==> src/rtl/alu_seq_ctrl.sv <==
// Sequences one command at a time through an external ALU/NZCV datapath: condition check,
// multi-cycle multiply, flag/result commit and result hold. Optional perf counters: ALU_SEQ_PERF_EN.
module alu_seq_ctrl #(
    parameter int WIDTH      = 32,
    parameter int MUL_CYCLES = 3
) (
    input  logic             clk,
    input  logic             rst_n,
    input  logic             cmd_valid,
    output logic             cmd_ready,
    input  logic [3:0]       cmd_opcode,
    input  logic             cmd_s_bit,
    input  logic [3:0]       cmd_cond,
    input  logic [WIDTH-1:0] cmd_a,
    input  logic [WIDTH-1:0] cmd_b,
    output logic [WIDTH-1:0] alu_in1,
    output logic [WIDTH-1:0] alu_in2,
    output logic [3:0]       alu_opcode,
    output logic             alu_s_bit,
    input  logic [WIDTH-1:0] alu_result,
    input  logic [3:0]       alu_flags,
    input  logic             flags_ld,
    input  logic [3:0]       flags_ld_d,
    output logic [3:0]       flags,
    output logic             res_valid,
    input  logic             res_ready,
    output logic [WIDTH-1:0] res_data,
    output logic             res_we
`ifdef ALU_SEQ_PERF_EN
    ,
    output logic [15:0]      perf_exec,
    output logic [15:0]      perf_skip
`endif
);

    localparam logic [3:0] OP_MUL = 4'b0010;
    localparam logic [3:0] OP_CMP = 4'b1000;
    localparam logic [3:0] OP_NOP = 4'b1111;
    localparam bit         MUL_MULTI = (MUL_CYCLES > 1);
    localparam int         CNT_W = (MUL_CYCLES > 1) ? $clog2(MUL_CYCLES + 1) : 1;
    localparam logic [CNT_W-1:0] CNT_INIT = CNT_W'(MUL_CYCLES - 1);
    localparam logic [CNT_W-1:0] CNT_ONE  = CNT_W'(1);

    typedef enum logic [1:0] {
        S_IDLE  = 2'd0,
        S_EXEC  = 2'd1,
        S_MWAIT = 2'd2,
        S_DONE  = 2'd3
    } state_t;

    state_t           state_r;
    state_t           state_s;
    logic [3:0]       cond_r;
    logic [CNT_W-1:0] cnt_r;
    logic             accept_s;
    logic             commit_s;
    logic             skip_s;
    logic             cnt_load_s;
    logic             cnt_dec_s;

    // Flags are packed {N,Z,C,V}.
    function automatic logic cond_pass(input logic [3:0] cond, input logic [3:0] f);
        logic n, z, c, v;
        {n, z, c, v} = f;
        case (cond)
            4'h0:    cond_pass = z;
            4'h1:    cond_pass = !z;
            4'h2:    cond_pass = c;
            4'h3:    cond_pass = !c;
            4'h4:    cond_pass = n;
            4'h5:    cond_pass = !n;
            4'h6:    cond_pass = v;
            4'h7:    cond_pass = !v;
            4'h8:    cond_pass = c && !z;
            4'h9:    cond_pass = !c || z;
            4'hA:    cond_pass = (n == v);
            4'hB:    cond_pass = (n != v);
            4'hC:    cond_pass = !z && (n == v);
            4'hD:    cond_pass = z || (n != v);
            4'hE:    cond_pass = 1'b1;
            default: cond_pass = 1'b0;
        endcase
    endfunction

    // Next-state and per-cycle control strobes.
    always_comb begin
        state_s    = state_r;
        accept_s   = 1'b0;
        commit_s   = 1'b0;
        skip_s     = 1'b0;
        cnt_load_s = 1'b0;
        cnt_dec_s  = 1'b0;
        case (state_r)
            S_IDLE: begin
                if (cmd_valid) begin
                    accept_s = 1'b1;
                    state_s  = S_EXEC;
                end else begin
                    state_s  = S_IDLE;
                end
            end
            S_EXEC: begin
                if (!cond_pass(cond_r, flags) || (alu_opcode == OP_NOP)) begin
                    skip_s  = 1'b1;
                    state_s = S_DONE;
                end else if ((alu_opcode == OP_MUL) && MUL_MULTI) begin
                    cnt_load_s = 1'b1;
                    state_s    = S_MWAIT;
                end else begin
                    commit_s = 1'b1;
                    state_s  = S_DONE;
                end
            end
            S_MWAIT: begin
                if (cnt_r == CNT_ONE) begin
                    commit_s = 1'b1;
                    state_s  = S_DONE;
                end else begin
                    cnt_dec_s = 1'b1;
                    state_s   = S_MWAIT;
                end
            end
            S_DONE: begin
                if (res_ready) begin
                    state_s = S_IDLE;
                end else begin
                    state_s = S_DONE;
                end
            end
            default: state_s = S_IDLE;
        endcase
    end

    // State register plus registered handshake outputs that track it.
    always_ff @(posedge clk or negedge rst_n) begin
        if (!rst_n) begin
            state_r   <= S_IDLE;
            cmd_ready <= 1'b1;
            res_valid <= 1'b0;
        end else begin
            state_r   <= state_s;
            cmd_ready <= (state_s == S_IDLE);
            res_valid <= (state_s == S_DONE);
        end
    end

    // Command capture into the ALU-facing operand registers.
    always_ff @(posedge clk or negedge rst_n) begin
        if (!rst_n) begin
            alu_in1    <= {WIDTH{1'b0}};
            alu_in2    <= {WIDTH{1'b0}};
            alu_opcode <= 4'b0000;
            alu_s_bit  <= 1'b0;
            cond_r     <= 4'b0000;
        end else if (accept_s) begin
            alu_in1    <= cmd_a;
            alu_in2    <= cmd_b;
            alu_opcode <= cmd_opcode;
            alu_s_bit  <= cmd_s_bit;
            cond_r     <= cmd_cond;
        end
    end

    // Multiply stretch counter.
    always_ff @(posedge clk or negedge rst_n) begin
        if (!rst_n) begin
            cnt_r <= {CNT_W{1'b0}};
        end else if (cnt_load_s) begin
            cnt_r <= CNT_INIT;
        end else if (cnt_dec_s) begin
            cnt_r <= cnt_r - CNT_ONE;
        end
    end

    // Architectural flags: direct load only while idle, so it never races a commit.
    always_ff @(posedge clk or negedge rst_n) begin
        if (!rst_n) begin
            flags <= 4'b0000;
        end else if ((state_r == S_IDLE) && flags_ld) begin
            flags <= flags_ld_d;
        end else if (commit_s && alu_s_bit) begin
            flags <= alu_flags;
        end
    end

    // Result commit; skipped ops clear the result so no stale write-back is seen.
    always_ff @(posedge clk or negedge rst_n) begin
        if (!rst_n) begin
            res_data <= {WIDTH{1'b0}};
            res_we   <= 1'b0;
        end else if (commit_s) begin
            res_data <= alu_result;
            res_we   <= (alu_opcode != OP_CMP);
        end else if (skip_s) begin
            res_data <= {WIDTH{1'b0}};
            res_we   <= 1'b0;
        end
    end

`ifdef ALU_SEQ_PERF_EN
    // Saturating commit and skip counters.
    always_ff @(posedge clk or negedge rst_n) begin
        if (!rst_n) begin
            perf_exec <= 16'h0000;
            perf_skip <= 16'h0000;
        end else begin
            if (commit_s && (perf_exec != 16'hFFFF)) begin
                perf_exec <= perf_exec + 16'h0001;
            end
            if (skip_s && (perf_skip != 16'hFFFF)) begin
                perf_skip <= perf_skip + 16'h0001;
            end
        end
    end
`endif

endmodule

==> config.mk <==
export PLATFORM = sky130hd
export DESIGN_NAME = alu_seq_ctrl
export DESIGN_NICKNAME = d
export VERILOG_FILES = /design/src/rtl/alu_seq_ctrl.sv
export SDC_FILE = /design/constraint.sdc
export NUM_CORES = 1
export LEC_CHECK = 0
export CORE_MARGIN = 10
export CORE_UTILIZATION = 43
export CTS_BUF_LIST = sky130_fd_sc_hd__clkbuf_2
export DETAILED_ROUTE_END_ITERATION = 8
export MAX_ROUTING_LAYER = met4
export PLACE_DENSITY = 0.83
export SYNTH_ARGS = -nofsm -noshare
export SYNTH_HDL_FRONTEND = slang
export SYNTH_SLANG_ARGS = --single-unit
==> constraint.sdc <==
create_clock -name clk -period 2.2 [get_ports clk]
set_input_delay 0.22 -clock clk [delete_from_list [all_inputs] [get_ports clk]]
set_output_delay 0.22 -clock clk [all_outputs]
set_load 0.02 [all_outputs]
==> impl_metrics.csv, run 1 <==
group,metric,value,unit
logic_synthesis,synth_async_sr_flop_share,100,%
timing,setup_total_negative_slack,0,ns
global_routing,first_global_vias,4269,
pwr,switching_power,0.00478,W
global_routing,antenna_violations_before_repair,1,
critical_path,crit_path_max_fanout,17,
cts,cts_root_buf,"clkbuf_2",
placed_design,post-place-ws,-0.0475,ns
placed_design,hpwlAfterDp,11.5,mm
floorplanning,initial_utilization,44.4,%
floorplanning,die_area,15900,sq um
cts,clk_pin_slew,0.17,ns
logic_synthesis,ys.flop_type,"dfrtp_1",
logic_synthesis,synth_top_cells_by_count,"dfrtp_1, mux2_2, a32o_1",
timing,timing_hold_violations_final,0,
routing,routed_via_density,5.33,
timing,post-route-period-util,96.9,%
logic_synthesis,synth_top_area_share,59.3,%
floorplanning,ioPinCount,226,
logic_synthesis,synthMostInstantiatedCell,"dfrtp_1",
critical_path,timing.critical_path.required,2.79,ns
timing,period_needed,2.13,ns
routing,postRouteWirelength,15.2,mm
cts,tritoncts,"yes",
global_routing,globalRouteTotalUtil,19.2,%
floorplanning,die_height,126,um
pwr,combinationalPowerShare,58.6,%
timing,tightestPinTransition,0.453,ns
timing,final_critical_path_setup_slack,0.0671,ns
logic_synthesis,total_standard_cell_area_after_synthesis,4850,sq um
critical_path,worstSetupPathType,"register to register",
layout,fillers,779,
cts,clkSinkCount,116,
pwr,worst_vdd_ir,0.886,mV
timing,fin_worst_skew,0.0278,ns
layout,number_of_nets_in_the_layout,707,
pwr,pwr-share-clk,8.5,%
logic_synthesis,synth_area_leaders,"dfrtp_1, mux2_2, a32o_1",
global_routing,wire_length_of_the_first_global_routing_pass,23.3,mm
routing,vias_after_detailed_routing,3914,
routing,drt.antenna.violating_nets,0,
logic_synthesis,ys_seq_area_share,59.8,%
logic_synthesis,synth_area_leader_cell,"dfrtp_1",
timing,rsz0062_at_grt,"yes",
placed_design,place.port_buffers,225,
cts,clkLatencyLatePin,0.66,ns
logic_synthesis,synth_area_per_cell,14.3,sq um
logic_synthesis,synth.net_count,463,
pwr,cellPowerDensity,1560,nW/um^2
layout,final_layout_size_suffix_gt1_share,22.7,%
floorplanning,floorplan.die.width,126,um
timing,headroom_to_the_max_slew_limit,69.4,%
critical_path,wp_data_arrival,2.72,ns
layout,area_delta_synth_final,56.7,%
critical_path,worst_setup_path_end_kind,"register",
routing,wl_per_cell,20.6,um
logic_synthesis,synth_cell_type_count,42,
flow_run,max-cap-violations,0,
pwr,seqPwrFrac,32.9,%
placed_design,gp_congestion,0.907,
timing,timing.fmax,469,MHz
routing,remaining_routing_drc_violations,0,
min_path,path_class_of_the_lowest_slack_min_delay_path,"input pin to register",
routing,detailedRoute.firstPassIterationCount,5,
timing,final_max_slew_viol_count,0,
cts,cts.htree.levels,4,
routing,detail_route.iter0.violations,341,
pwr,power.static_leakage,3.19,nW
global_routing,pin_count_of_the_biggest_net_entering_global_routing,59,
cts,inserted_clock_buffers,17,
pwr,power.total,0.0119,W
critical_path,critPathLaunchType,"register",
cts,max-clock-path-buffers,2,
logic_synthesis,synth_edf_count,0,
pwr,power_switching_share,40.2,%
global_routing,gr-total-overflow,0,
floorplanning,num_rows,38,
floorplanning,floorplan_core_area,10900,sq um
pwr,intPower,0.00711,W
logic_synthesis,postSynthCellCount,339,
logic_synthesis,synth-warning-count,0,
outcome,status,"complete, no violations",
timing,timing.final.setup_violations,0,
logic_synthesis,postSynthRegisterBits,116,
-- final timing paths --
path	start	end	slack (ns)	cells past startpoint
max	cond_r[0]$_DFFE_PN0P_	res_data[6]$_DFFE_PN0P_	0.07	8
min	alu_result[19]	res_data[19]$_DFFE_PN0P_	0.15	2
max reg2reg	cond_r[0]$_DFFE_PN0P_	res_data[6]$_DFFE_PN0P_	0.07	8
min reg2reg	alu_in1[0]$_DFFE_PN0P_	alu_in1[0]$_DFFE_PN0P_	0.52	1
max in group asynchronous	rst_n	res_data[3]$_DFFE_PN0P_	1.15	4
min in group asynchronous	rst_n	cmd_ready$_DFF_PN1_	0.64	3
-- worst max-delay path, stage by stage, from the launching register on --
cell,delay (ns)
dfrtp_1,0.45
buf_6,0.15
or3_1,0.33
o32a_1,0.16
o311a_1,0.14
and3_4,0.23
o21ai_4,0.24
buf_12,0.19
a32o_1,0.18
-- state kept, by name (all words and copies together) (netlist names) --
signal      flops
cnt_r           2
res_valid       1
alu_opcode      4
state_r         2
alu_in2        32
cmd_ready       1
res_we          1
alu_s_bit       1
flags           4
cond_r          4
res_data       32
alu_in1        32
-- area by class of cell --
class | count | area, sq um | share of cell area (%)
sequential | 116 | 2910 | 38.3
timing repair buffer | 249 | 2540 | 33.4
multi-input combinational | 195 | 1820 | 23.9
antenna | 1 | 2.50 | 0.0329
clock inverter | 9 | 41.3 | 0.543
tap | 140 | 175 | 2.30
inverter | 4 | 15.0 | 0.197
clock buffer | 21 | 105 | 1.38
-- power by group through the flow --
stage / clock, W / sequential, W / combinational (W)
after floorplan: 0 / 0.00504 / 0.00256
after global placement: 0 / 0.00388 / 0.00658
after detailed placement: 0 / 0.00396 / 0.00677
after CTS: 0.00105 / 0.00391 / 0.00683
after global routing: 0.00114 / 0.00407 / 0.00739
final: 0.00101 / 0.00392 / 0.00697
-- repair_timing --
action / in CTS / in global routing
hold buffers: 2 / 1
endpoints found under the hold margin: 116 / 1
pin swaps: 0 / 9
setup buffers: 0 / 4
endpoints found under the setup margin: 34 / 39
cloned: 0 / 2
resized for setup: 2 / 8
-- metrics by stage --
| step | area, sq um | cells | util, % | hold slack, ns |
|---|---|---|---|---|
| 5_1_grt | 7600 | 735 | 69.5 | 0.0695 |
| 6_report | 7600 | 735 | 69.5 | 0.153 |
| 2_1_floorplan | 4850 | 339 | - | -0.0756 |
| 3_5_place_dp | 7330 | 695 | 67.0 | 0.172 |
| 3_3_place_gp | 7330 | 695 | 67.0 | 0.165 |
| 4_1_cts | 7510 | 727 | 68.6 | 0.00555 |
-- routing by layer --
| layer | vias up | global-route usage (%) | share of wire (%) |
|---|---|---|---|
| li1 | 1788 | - | - |
| met2 | 186 | 32.7 | 52 |
| met1 | 1914 | 18.3 | 36 |
| met4 | 0 | 6.76 | 1.7 |
| met5 | - | - | 0 |
| met3 | 26 | 9.94 | 10 |
-- cells by family after synthesis --
group                    synth area share, %
flip-flops                              59.8
multiplexers                            17.3
AO/OA/AOI/OAI                           11.7
AND/OR/NAND/NOR                         5.80
buffers and inverters                   3.22
adder cells (fa/ha/maj)                 1.55
XOR/XNOR                               0.541
-- cell usage in the layout, fill, tap and decap left out, types with 4 or more instances in the layout --
| cell | count |
|---|---|
| nor2b_1 | 4 |
| nor2_1 | 4 |
| buf_12 | 6 |
| clkinv_2 | 6 |
| inv_1 | 4 |
| ha_1 | 6 |
| o2111ai_1 | 8 |
| dfrtp_2 | 4 |
| nor3b_1 | 5 |
| nand2_1 | 6 |
| nand3_1 | 7 |
| clkdlybuf4s50_1 | 224 |
| buf_4 | 13 |
| clkbuf_2 | 21 |
| mux2_2 | 73 |
| a32o_1 | 33 |
| dfrtp_1 | 111 |
| a21oi_1 | 10 |
No activity file was read; power rests on OpenSTA's default activity.
==> run 2: changes to the inputs <==
--- a/config.mk
+++ b/config.mk
@@ -8,6 +8,7 @@
 export CORE_MARGIN = 10
 export CORE_UTILIZATION = 43
 export CTS_BUF_LIST = sky130_fd_sc_hd__clkbuf_2
+export CTS_CLUSTER_SIZE = 30
 export DETAILED_ROUTE_END_ITERATION = 8
 export MAX_ROUTING_LAYER = met4
 export PLACE_DENSITY = 0.83
==> results of run 2 <==
No change in the layout: final DEF, timing and power equal those of run 1.
